==> src/rtl/pacman_pkg.sv <==
// Shared types and helpers for the ghost scheduler: ghost/phase encodings,
// the phase-length lookup and the combo bonus constants.
package pacman_pkg;

    typedef enum logic [2:0] {
        GM_HOUSE   = 3'd0,
        GM_SCATTER = 3'd1,
        GM_CHASE   = 3'd2,
        GM_FRIGHT  = 3'd3,
        GM_EATEN   = 3'd4
    } ghost_mode_t;

    typedef enum logic [2:0] {
        PH_IDLE     = 3'd0,
        PH_SCATTER0 = 3'd1,
        PH_CHASE1   = 3'd2,
        PH_SCATTER2 = 3'd3,
        PH_CHASE3   = 3'd4,
        PH_SCATTER4 = 3'd5,
        PH_CHASE5   = 3'd6
    } phase_t;

    localparam logic [9:0] BONUS_BASE = 10'd200;
    localparam logic [1:0] COMBO_MAX  = 2'd2;

    // The final chase phase runs forever, so its length is reported as 0.
    function automatic logic [10:0] phase_len(input phase_t p,
                                              input logic [10:0] scatter,
                                              input logic [10:0] chase);
        case (p)
            PH_SCATTER0, PH_SCATTER2: return scatter;
            PH_SCATTER4:              return 11'((32'(scatter) * 32'd5) / 32'd7);
            PH_CHASE1, PH_CHASE3:     return chase;
            default:                  return 11'd0;
        endcase
    endfunction

    function automatic ghost_mode_t phase_mode(input phase_t p);
        case (p)
            PH_CHASE1, PH_CHASE3, PH_CHASE5: return GM_CHASE;
            default:                         return GM_SCATTER;
        endcase
    endfunction

endpackage

==> src/rtl/ghost_slot.sv <==
// Per-ghost mode register with its release (count-up) / eaten (count-down)
// counter and the raw hit qualification used by the top-level arbiter.
module ghost_slot
    import pacman_pkg::*;
#(
    parameter logic [10:0] RELEASE_DELAY = 11'd0,
    parameter logic [10:0] EATEN_FRAMES  = 11'd180
) (
    input  logic        Clk,
    input  logic        Reset_n,
    input  logic        restart,
    input  logic        life_down,
    input  logic        qual_tick,
    input  logic        fruit_eaten,
    input  logic        hit,
    input  logic        grant,
    input  logic        fright_next,
    input  ghost_mode_t phase_mode_next,
    output ghost_mode_t mode,
    output logic        hittable
);

    logic [10:0] cnt;

    assign hittable = hit && (mode == GM_FRIGHT);

    // Released and recovering ghosts look at next-cycle phase/fright state so
    // they land in the mode that is current when their change becomes visible.
    always_ff @(posedge Clk or negedge Reset_n) begin
        if (!Reset_n) begin
            mode <= GM_HOUSE;
            cnt  <= '0;
        end else if (restart || life_down) begin
            mode <= GM_HOUSE;
            cnt  <= '0;
        end else if (grant) begin
            mode <= GM_EATEN;
            cnt  <= EATEN_FRAMES;
        end else begin
            case (mode)
                GM_HOUSE: begin
                    if (qual_tick) begin
                        if (cnt >= RELEASE_DELAY) begin
                            mode <= phase_mode_next;
                            cnt  <= '0;
                        end else begin
                            cnt <= cnt + 11'd1;
                        end
                    end
                end
                GM_SCATTER, GM_CHASE: mode <= fruit_eaten ? GM_FRIGHT : phase_mode_next;
                GM_FRIGHT: begin
                    if (!fright_next) mode <= phase_mode_next;
                end
                GM_EATEN: begin
                    if (qual_tick) begin
                        if (cnt <= 11'd1) begin
                            cnt  <= '0;
                            mode <= fright_next ? GM_FRIGHT : phase_mode_next;
                        end else begin
                            cnt <= cnt - 11'd1;
                        end
                    end
                end
                default: mode <= GM_HOUSE;
            endcase
        end
    end

endmodule

==> src/rtl/ghost_mode_scheduler.sv <==
// Ghost behaviour sequencer: scatter/chase phase timetable, staggered release,
// fright overlay, eaten recovery and bonus handshake. GHOST_FRIGHT_FLASH_EN enables fright_flash.
module ghost_mode_scheduler
    import pacman_pkg::*;
#(
    parameter logic [10:0] SCATTER_FRAMES = 11'd420,
    parameter logic [10:0] CHASE_FRAMES   = 11'd1200,
    parameter logic [10:0] FRIGHT_FRAMES  = 11'd360,
    parameter logic [10:0] FLASH_FRAMES   = 11'd120,
    parameter logic [10:0] RELEASE_GAP    = 11'd120,
    parameter logic [10:0] EATEN_FRAMES   = 11'd180
) (
    input  logic       Clk,
    input  logic       Reset_n,
    input  logic       frame_tick,
    input  logic       run_en,
    input  logic       restart,
    input  logic       lifeDown,
    input  logic       fruit_eaten,
    input  logic [2:0] ghost_hit,
    output logic [8:0] ghost_mode,
    output logic       fright_active,
    output logic       fright_flash,
    output logic [9:0] bonus_pts,
    output logic       bonus_valid,
    input  logic       bonus_ack
);

    if (FLASH_FRAMES > FRIGHT_FRAMES) begin : g_flash_check
        $error("FLASH_FRAMES must not exceed FRIGHT_FRAMES");
    end

    logic        qual_tick;
    logic        phase_step;
    logic        phase_adv;
    phase_t      phase;
    phase_t      phase_succ;
    logic [10:0] phase_cnt;
    ghost_mode_t phase_mode_next;
    logic        fright_next;
    logic [10:0] fright_cnt;
    logic [10:0] fright_cnt_next;
    logic [2:0]  hittable;
    logic [2:0]  grant;
    logic [1:0]  combo;
    ghost_mode_t slot_mode [3];

    assign qual_tick  = frame_tick & run_en;
    assign phase_step = qual_tick & ~fright_active;
    assign phase_succ = phase_t'(phase + 3'd1);
    assign phase_adv  = phase_step &&
                        ((phase == PH_IDLE) || ((phase != PH_CHASE5) && (phase_cnt <= 11'd1)));
    assign phase_mode_next = phase_mode(phase_adv ? phase_succ : phase);

    // The first qualified tick already counts as the first scatter frame.
    always_ff @(posedge Clk or negedge Reset_n) begin
        if (!Reset_n) begin
            phase     <= PH_IDLE;
            phase_cnt <= '0;
        end else if (restart) begin
            phase     <= PH_IDLE;
            phase_cnt <= '0;
        end else if (phase_adv) begin
            phase     <= phase_succ;
            phase_cnt <= (phase == PH_IDLE) ? SCATTER_FRAMES - 11'd1
                                            : phase_len(phase_succ, SCATTER_FRAMES, CHASE_FRAMES);
        end else if (phase_step && (phase_cnt != 11'd0)) begin
            phase_cnt <= phase_cnt - 11'd1;
        end
    end

    always_comb begin
        fright_next     = fright_active;
        fright_cnt_next = fright_cnt;
        if (restart || lifeDown) begin
            fright_next     = 1'b0;
            fright_cnt_next = '0;
        end else if (fruit_eaten) begin
            fright_next     = 1'b1;
            fright_cnt_next = FRIGHT_FRAMES;
        end else if (fright_active && qual_tick) begin
            if (fright_cnt <= 11'd1) begin
                fright_next     = 1'b0;
                fright_cnt_next = '0;
            end else begin
                fright_cnt_next = fright_cnt - 11'd1;
            end
        end
    end

    always_ff @(posedge Clk or negedge Reset_n) begin
        if (!Reset_n) begin
            fright_active <= 1'b0;
            fright_cnt    <= '0;
        end else begin
            fright_active <= fright_next;
            fright_cnt    <= fright_cnt_next;
        end
    end

`ifdef GHOST_FRIGHT_FLASH_EN
    always_ff @(posedge Clk or negedge Reset_n) begin
        if (!Reset_n) fright_flash <= 1'b0;
        else          fright_flash <= fright_next && (fright_cnt_next <= FLASH_FRAMES);
    end
`else
    assign fright_flash = 1'b0;
`endif

    // Only one ghost can be eaten per cycle, and never while a bonus is unacknowledged.
    always_comb begin
        grant = 3'b000;
        if (!restart && !lifeDown && !fruit_eaten && !bonus_valid) begin
            if (hittable[0])      grant = 3'b001;
            else if (hittable[1]) grant = 3'b010;
            else if (hittable[2]) grant = 3'b100;
        end
    end

    always_ff @(posedge Clk or negedge Reset_n) begin
        if (!Reset_n) begin
            bonus_valid <= 1'b0;
            bonus_pts   <= '0;
            combo       <= '0;
        end else if (restart) begin
            bonus_valid <= 1'b0;
            bonus_pts   <= '0;
            combo       <= '0;
        end else begin
            if (bonus_valid && bonus_ack) bonus_valid <= 1'b0;
            if (fruit_eaten && !lifeDown) begin
                combo <= '0;
            end else if (grant != 3'b000) begin
                bonus_valid <= 1'b1;
                bonus_pts   <= BONUS_BASE << combo;
                combo       <= (combo == COMBO_MAX) ? combo : combo + 2'd1;
            end
        end
    end

    for (genvar g = 0; g < 3; g++) begin : g_slot
        ghost_slot #(
            .RELEASE_DELAY(11'(32'(RELEASE_GAP) * g)),
            .EATEN_FRAMES (EATEN_FRAMES)
        ) u_slot (
            .Clk            (Clk),
            .Reset_n        (Reset_n),
            .restart        (restart),
            .life_down      (lifeDown),
            .qual_tick      (qual_tick),
            .fruit_eaten    (fruit_eaten),
            .hit            (ghost_hit[g]),
            .grant          (grant[g]),
            .fright_next    (fright_next),
            .phase_mode_next(phase_mode_next),
            .mode           (slot_mode[g]),
            .hittable       (hittable[g])
        );
        assign ghost_mode[3*g +: 3] = slot_mode[g];
    end

endmodule

==> config.mk <==
export PLATFORM = sky130hd
export DESIGN_NAME = ghost_mode_scheduler
export DESIGN_NICKNAME = d
export VERILOG_FILES = /design/src/rtl/pacman_pkg.sv /design/src/rtl/ghost_slot.sv /design/src/rtl/ghost_mode_scheduler.sv
export SDC_FILE = /design/constraint.sdc
export NUM_CORES = 1
export LEC_CHECK = 0
export BUFFER_PORTS_ARGS = -buffer_cell sky130_fd_sc_hd__buf_4
export CAP_MARGIN = 15
export CELL_PAD_IN_SITES_DETAIL_PLACEMENT = 0
export CELL_PAD_IN_SITES_GLOBAL_PLACEMENT = 1
export CORE_ASPECT_RATIO = 1.4
export CORE_MARGIN = 5
export CORE_UTILIZATION = 47
export DETAILED_ROUTE_END_ITERATION = 6
export PLACE_DENSITY = 0.81
export SLEW_MARGIN = 20
export SYNTH_ARGS = -nofsm -noshare
export SYNTH_HDL_FRONTEND = slang
export SYNTH_HIERARCHICAL = 1
export SYNTH_SLANG_ARGS = --single-unit
==> constraint.sdc <==
create_clock -name Clk -period 3.7 [get_ports Clk]
set_input_delay 0.37 -clock Clk [delete_from_list [all_inputs] [get_ports Clk]]
set_output_delay 0.37 -clock Clk [all_outputs]
set_load 0.01 [all_outputs]
# Yosys cells after proc, flatten, opt, wreduce, memory -nomap -nowiden
# Index checks and enable logic that the tools add are counted.
# Widths: inputs -> output; s select.
[op_classes]
eq_ne = 39
mul = 0
n_reduce_logical = 45
order_cmp = 8
n_bitwise = 3
n_mux = 76
n_addsub = 10
div_mod_pow = 0
n_shift = 1
[ops]
columns = ["op", "count"]
rows = [
  ["$mux 11", 26],
  ["$mux 3", 25],
  ["$pmux 11 s2", 3],
  ["$le 11x1->1 const B", 5],
  ["$sub 11x1->11 const B", 5],
  ["$ne 4x4->1 const B", 9],
  ["$pmux 3 s4", 3],
  ["$add 11x1->11 const B", 3],
  ["$pmux 11 s3", 1],
  ["$mux 10", 3],
  ["$eq 3x2->1 const B", 9],
  ["$ne 4x3->1 const B", 6],
  ["$eq 3x3->1 const B", 7],
  ["$reduce_and 5->1", 3],
  ["$mux 2", 7],
  ["$eq 3x1->1 const B", 4],
  ["$logic_and 1x1->1", 12],
  ["$logic_not 3->1", 4],
  ["$reduce_bool 3->1", 4],
  ["$reduce_bool 4->1", 3],
  ["$ge 11x1->1 const B", 1],
  ["$ge 11x7->1 const B", 1],
  ["$ge 11x8->1 const B", 1],
  ["$reduce_bool 11->1", 1],
  ["16 further kinds", 36],
]
[word_totals]
memories = 0
ram_bits = 0
latchBits = 0
input_bits = 11
mem_bits_ro = 0
ff_bits = 81
out_inout_bits = 22
elab_cells = 195

# Logic depth before layout (Yosys ltp)
[logic_depth]
ltp_word = 14
depth_mapped = 12
mapped_depth_nobuf = 11

# Cells and area by module
# The synthesis kept the hierarchy.
[modules_own_cells]
columns = ["module", "area_per_inst_um2", "cells_per_inst", "n_inst", "seq_area_each_um2"]
rows = [
  ["ghost_mode_scheduler", 2378.5, 267, 1, 900.9],
  ["ghost_slot (g_slot[1].u_slot)", 1167.4, 140, 1, 350.3],
  ["ghost_slot (g_slot[2].u_slot)", 1107.3, 135, 1, 350.3],
  ["ghost_slot (g_slot[0].u_slot)", 1006.0, 118, 1, 350.3],
]

# Worst setup path after synthesis
# No wires, ideal clock.
[synth_path]
path_type = "register to register"
start = "reg fright_cnt[0]"
end = "reg g_slot[0].u_slot.mode[0]"
period_less_slack_ns = 2.589
arrival_ns = 2.463
slack_ns = 1.111
path_stages_with_launch = 9
t_required_ns = 3.575
setup_ns = 0.125
path_buffers = 0
path_cell_list = "dfrtp_1 > ha_1 > o2111a_1 > nand2_1 > a21oi_1 > nor3_1 > a31oi_1 > a21o_1 > a2111oi_0"
[synth_between]
elab_chain_cells = 11
elab_cells_between_ends = 13
cone_classes = "order compare: 1; eq/ne: 1; mux: 10; reduce/logical: 1"
[synth_lines]
columns = ["item", "line", "source"]
rows = [
  ["start: declaration", "ghost_mode_scheduler.sv:41", "logic [10:0] fright_cnt;"],
  ["start signal: assignment", "ghost_mode_scheduler.sv:97", "fright_cnt <= fright_cnt_next;"],
  ["$le 11x1->1 *", "ghost_mode_scheduler.sv:82", "if (fright_cnt <= 11'd1) begin"],
  ["$mux 1 *", "ghost_mode_scheduler.sv:82", ""],
  ["$mux 1 *", "ghost_mode_scheduler.sv:81", "end else if (fright_active && qual_tick) begin"],
  ["$mux 1 *", "ghost_mode_scheduler.sv:78", "end else if (fruit_eaten) begin"],
  ["$mux 1 *", "ghost_mode_scheduler.sv:75", "if (restart || lifeDown) begin"],
  ["net fright_next", "ghost_mode_scheduler.sv:40", "logic fright_next;"],
  ["$mux 2", "ghost_slot.sv:59", "mode <= fright_next ? GM_FRIGHT : phase_mode_next;"],
  ["$mux 3", "ghost_slot.sv:57", "if (cnt <= 11'd1) begin"],
  ["$mux 3", "ghost_slot.sv:56", "if (qual_tick) begin"],
  ["$pmux 3 s4", "ghost_slot.sv:40", "case (mode)"],
  ["$mux 3", "ghost_slot.sv:36", "end else if (grant) begin"],
  ["$mux 3", "ghost_slot.sv:33", "end else if (restart || life_down) begin"],
  ["end signal: assignment", "ghost_slot.sv:44", "mode <= phase_mode_next;"],
  ["end signal: assignment", "ghost_slot.sv:53", "if (!fright_next) mode <= phase_mode_next;"],
  ["end signal: assignment", "ghost_slot.sv:59", ""],
  ["end: declaration", "ghost_slot.sv:19", "output ghost_mode_t mode,"],
]
# The timed path passes the listed nets; every way through them passes the cells marked *. The select of a mux whose other input is x is not followed.
# A chain may end at the register's enable or synchronous reset.

# Final worst setup path
[layout_path]
start = "reg phase[0]"
end = "reg g_slot[0].u_slot.mode[0]"
[layout_between]
elab_chain_cells = 14
elab_cells_between_ends = 22
cone_classes = "add/sub: 1; eq/ne: 4; mux: 12; reduce/logical: 5"
[layout_lines]
columns = ["item", "line", "source"]
rows = [
  ["start: declaration", "ghost_mode_scheduler.sv:36", "phase_t phase;"],
  ["start signal: assignment", "ghost_mode_scheduler.sv:64", "phase <= phase_succ;"],
  ["branches (longest 4 deep; another with $add 3x1->3)", "n/a", ""],
  ["$mux 3 *", "n/a", ""],
  ["$eq 3x2->1 / $eq 3x3->1 (equally long branches)", "pacman_pkg.sv:39", "case (p)"],
  ["$reduce_or 3->1 *", "pacman_pkg.sv:39", ""],
  ["$mux 2 *", "pacman_pkg.sv:39", ""],
  ["net phase_mode_next[0]", "ghost_mode_scheduler.sv:39", "ghost_mode_t phase_mode_next;"],
  ["$mux 2", "ghost_slot.sv:59", ""],
  ["$mux 3", "ghost_slot.sv:57", ""],
  ["$mux 3", "ghost_slot.sv:56", ""],
  ["$pmux 3 s4 *", "ghost_slot.sv:40", ""],
  ["$mux 3 *", "ghost_slot.sv:36", ""],
  ["$mux 3 *", "ghost_slot.sv:33", ""],
]
# Mark *: on every way through the listed nets, which the timed path passes. The select of a mux whose other input is x is not followed.

==> results.json <==
{
  "status": "completed",
  "grt_usage": 0.204,
  "cp_num_buf_inv": 1,
  "grt_pass1_vias": 4910,
  "ios": 33,
  "synth_edf_count": 0,
  "tightest_slew_ps": 874,
  "ctsHoldBuffers": 0,
  "clock_path_buffers": 2,
  "finalSetupViolations": 0,
  "netlist_top_cells_area": "dfrtp_1 (34%), ha_1 (5.3%), nor2_1 (4.2%), a21oi_1 (4.1%), nor3_1 (3.6%)",
  "worstSetupPathType": "register to register",
  "clock_latency_ps": 340,
  "cpLargestDelayFamily": "compound AO/OA/AOI/OAI gates",
  "finClkSkew_ps": 6.22,
  "fin_crit_ps": 2800,
  "die_area_um2": 14400,
  "wl_per_cell_um": 17.3,
  "cts_made_buffers": 9,
  "crit_path_end_kind": "register",
  "pre_cts_ws_ps": 934,
  "yosysTopAreaCell": "dfrtp_1",
  "syn_avg_cell_area_um2": 8.57,
  "fin_ws_ps": 898,
  "synth_most_common_cell": "dfrtp_1",
  "synth-async-reset-ratio": 1.00,
  "hold_ws_ps": 61.4,
  "startpoint_type": "register",
  "synth_top_flop_cell": "dfrtp_1",
  "vdd_drop_max_v": 0.000202,
  "die_x_um": 103,
  "synthCells": 660,
  "portBuffers": 28,
  "layout-drive-gt1-share": 0.118,
  "yosys.area.top_type_share": 0.345,
  "grt_max_degree": 79,
  "antenna_found_initial": 1,
  "grt.overflow.total": 0,
  "max_freq_mhz": 357,
  "postCtsSetupRepairBufs": 0,
  "p_int_w": 0.00172,
  "grt_pass1_wl_um": 23900,
  "hold_viol": 0,
  "vias_per_cell": 6.14,
  "fin_tns_setup_ps": 0,
  "rows": 47,
  "diodes": 0,
  "ys_seq_elements": 78,
  "swShare": 0.261,
  "fin_nets": 709,
  "min_period_over_period": 0.757,
  "routabilityCongestion": 0.837,
  "crit_required_ps": 3900,
  "pwr-share-comb": 0.150,
  "ys_seq_area_frac": 0.345,
  "coreArea_um2": 11800,
  "dr_total_vias": 5067,
  "fillers": 1111,
  "dp_hpwl_um": 10200,
  "wl_um": 14300,
  "maxCapViolCount": 0,
  "crit_chain": "inv_1 > ha_1 > a211oi_2 > o2111ai_4 > a21oi_4 > o31a_1 > a31oi_1 > a21o_1 > a2111oi_0",
  "seq_power_share": 0.386,
  "synth_common_cells": "dfrtp_1 (78), nor2_1 (64), nand2_1 (53)",
  "cts_resized": 0,
  "ys_types": 84,
  "worstPathMaxFanout": 9,
  "die_h_um": 140,
  "finalPower_w": 0.00233,
  "placed_area_um2": 5900,
  "cts_root_buf": "clkbuf_16",
  "slew_headroom": 0.416,
  "yosys_warnings": 6,
  "rsz0062_at_grt": "no",
  "tritoncts": "done",
  "pwr-share-clk": 0.464,
  "arrival_ps": 3010,
  "max_stage_delay_ps": 490,
  "clk_pin_slew_ps": 60,
  "drtPass1Iterations": 6,
  "synthToLayoutAreaGrowth_pct": 10.7,
  "htreeDepth": 3,
  "finalMaxSlewViolations": 0,
  "power_density_nw_per_um2": 372,
  "critPathSlowestCell": "dfrtp_1",
  "drt_iter0_drc": 236,
  "initial_core_util": 0.479,
  "p_sw_w": 0.000608,
  "hp-class": "input port to async pin",
  "clkSinkCount": 78,
  "drc": 0,
  "antenna_left": 0,
  "netlist_area_um2": 5660,
  "p_leak_nw": 2.71,
  "fin_area_um2": 6270
}
-- worst register-to-register path: cells and delay by family (launching register included) --
kind            cells  cell delay [ps]
compound gates      7             1790
fa+ha+maj           1              270
buf+inv             1              130
flops               1              490
-- logic make-up (layout without fill, tap and decap cells) --
family	count (synthesis)	count (layout)	share of synthesized area
simple gates	285	285	0.284
compound gates	185	185	0.226
flops	78	78	0.345
buf+inv	62	74	0.0522
fa+ha+maj	24	24	0.0531
xor+xnor	21	21	0.0325
mux	4	4	0.00752
other cells	1	7	0.000663
-- layout by cell type, fill, tap and decap left out, drive strengths merged, types with 8 or more instances in the layout --
cell	n
a21o	8
a21oi	47
a31oi	15
buf	30
clkbuf	9
dfrtp	78
ha	24
inv	30
nand2	53
nand2b	9
nand3	18
nand3b	14
nand4	9
nor2	66
nor3	46
nor3b	10
nor4	15
o21ai	39
o22ai	8
o31ai	9
or3	10
xnor2	10
xor2	11
-- power by group through the flow --
| stage | combinational [W] | sequential (W) | clock [W] |
|---|---|---|---|
| global placement | 0.000344 | 0.000914 | 0 |
| floorplan | 0.000262 | 0.000908 | 0 |
| finish | 0.000350 | 0.000900 | 0.00108 |
| global route | 0.000389 | 0.000903 | 0.00113 |
| CTS | 0.000349 | 0.000900 | 0.00110 |
| detailed placement | 0.000347 | 0.000916 | 0 |
-- per-stage QoR --
| step | instances | utilization |
|---|---|---|
| finish | 825 | 0.530 |
| global placement | 810 | 0.500 |
| CTS | 825 | 0.530 |
| detailed placement | 810 | 0.500 |
| floorplan | 666 | - |
| global route | 825 | 0.530 |
-- flip-flops by register name, indices dropped and copies added (netlist names) --
signal,flops
bonus_pts,7
bonus_valid,1
combo,2
fright_active,1
fright_cnt,11
g_slot.u_slot/cnt,33
g_slot.u_slot/mode,9
phase,3
phase_cnt,11
-- routing by layer --
layer / routed length, um / share of wire / GRT usage
met4: 339 / 0.024 / 0.0744
met2: 7100 / 0.50 / 0.327
met5: 9 / 0.00063 / 0
met3: 584 / 0.041 / 0.0376
met1: 6270 / 0.44 / 0.272
-- final timing paths --
kind,depth (start not counted),to,slack (ps),start
worst max-delay path,9,g_slot[0].u_slot/mode[0],900,phase[0]
worst min-delay path,1,g_slot[2].u_slot/cnt[0],60,Reset_n
worst max register to register,9,g_slot[0].u_slot/mode[0],900,phase[0]
worst min register to register,2,bonus_pts[7],520,bonus_pts[7]
max in group asynchronous,1,g_slot[0].u_slot/cnt[1],3110,Reset_n
min in group Clk,2,bonus_valid,240,bonus_ack
-- area by class of cell --
type | count | area (um^2) | share of cell area
Clock buffer | 9 | 225 | 0.0359
Inverter | 29 | 109 | 0.0174
Multi-Input combinational cell | 526 | 3430 | 0.548
Tap cell | 147 | 184 | 0.0293
Timing Repair Buffer | 30 | 229 | 0.0365
Sequential cell | 78 | 1950 | 0.311
Clock inverter | 6 | 134 | 0.0214
Note: power is estimated with default switching activity, not from simulation.
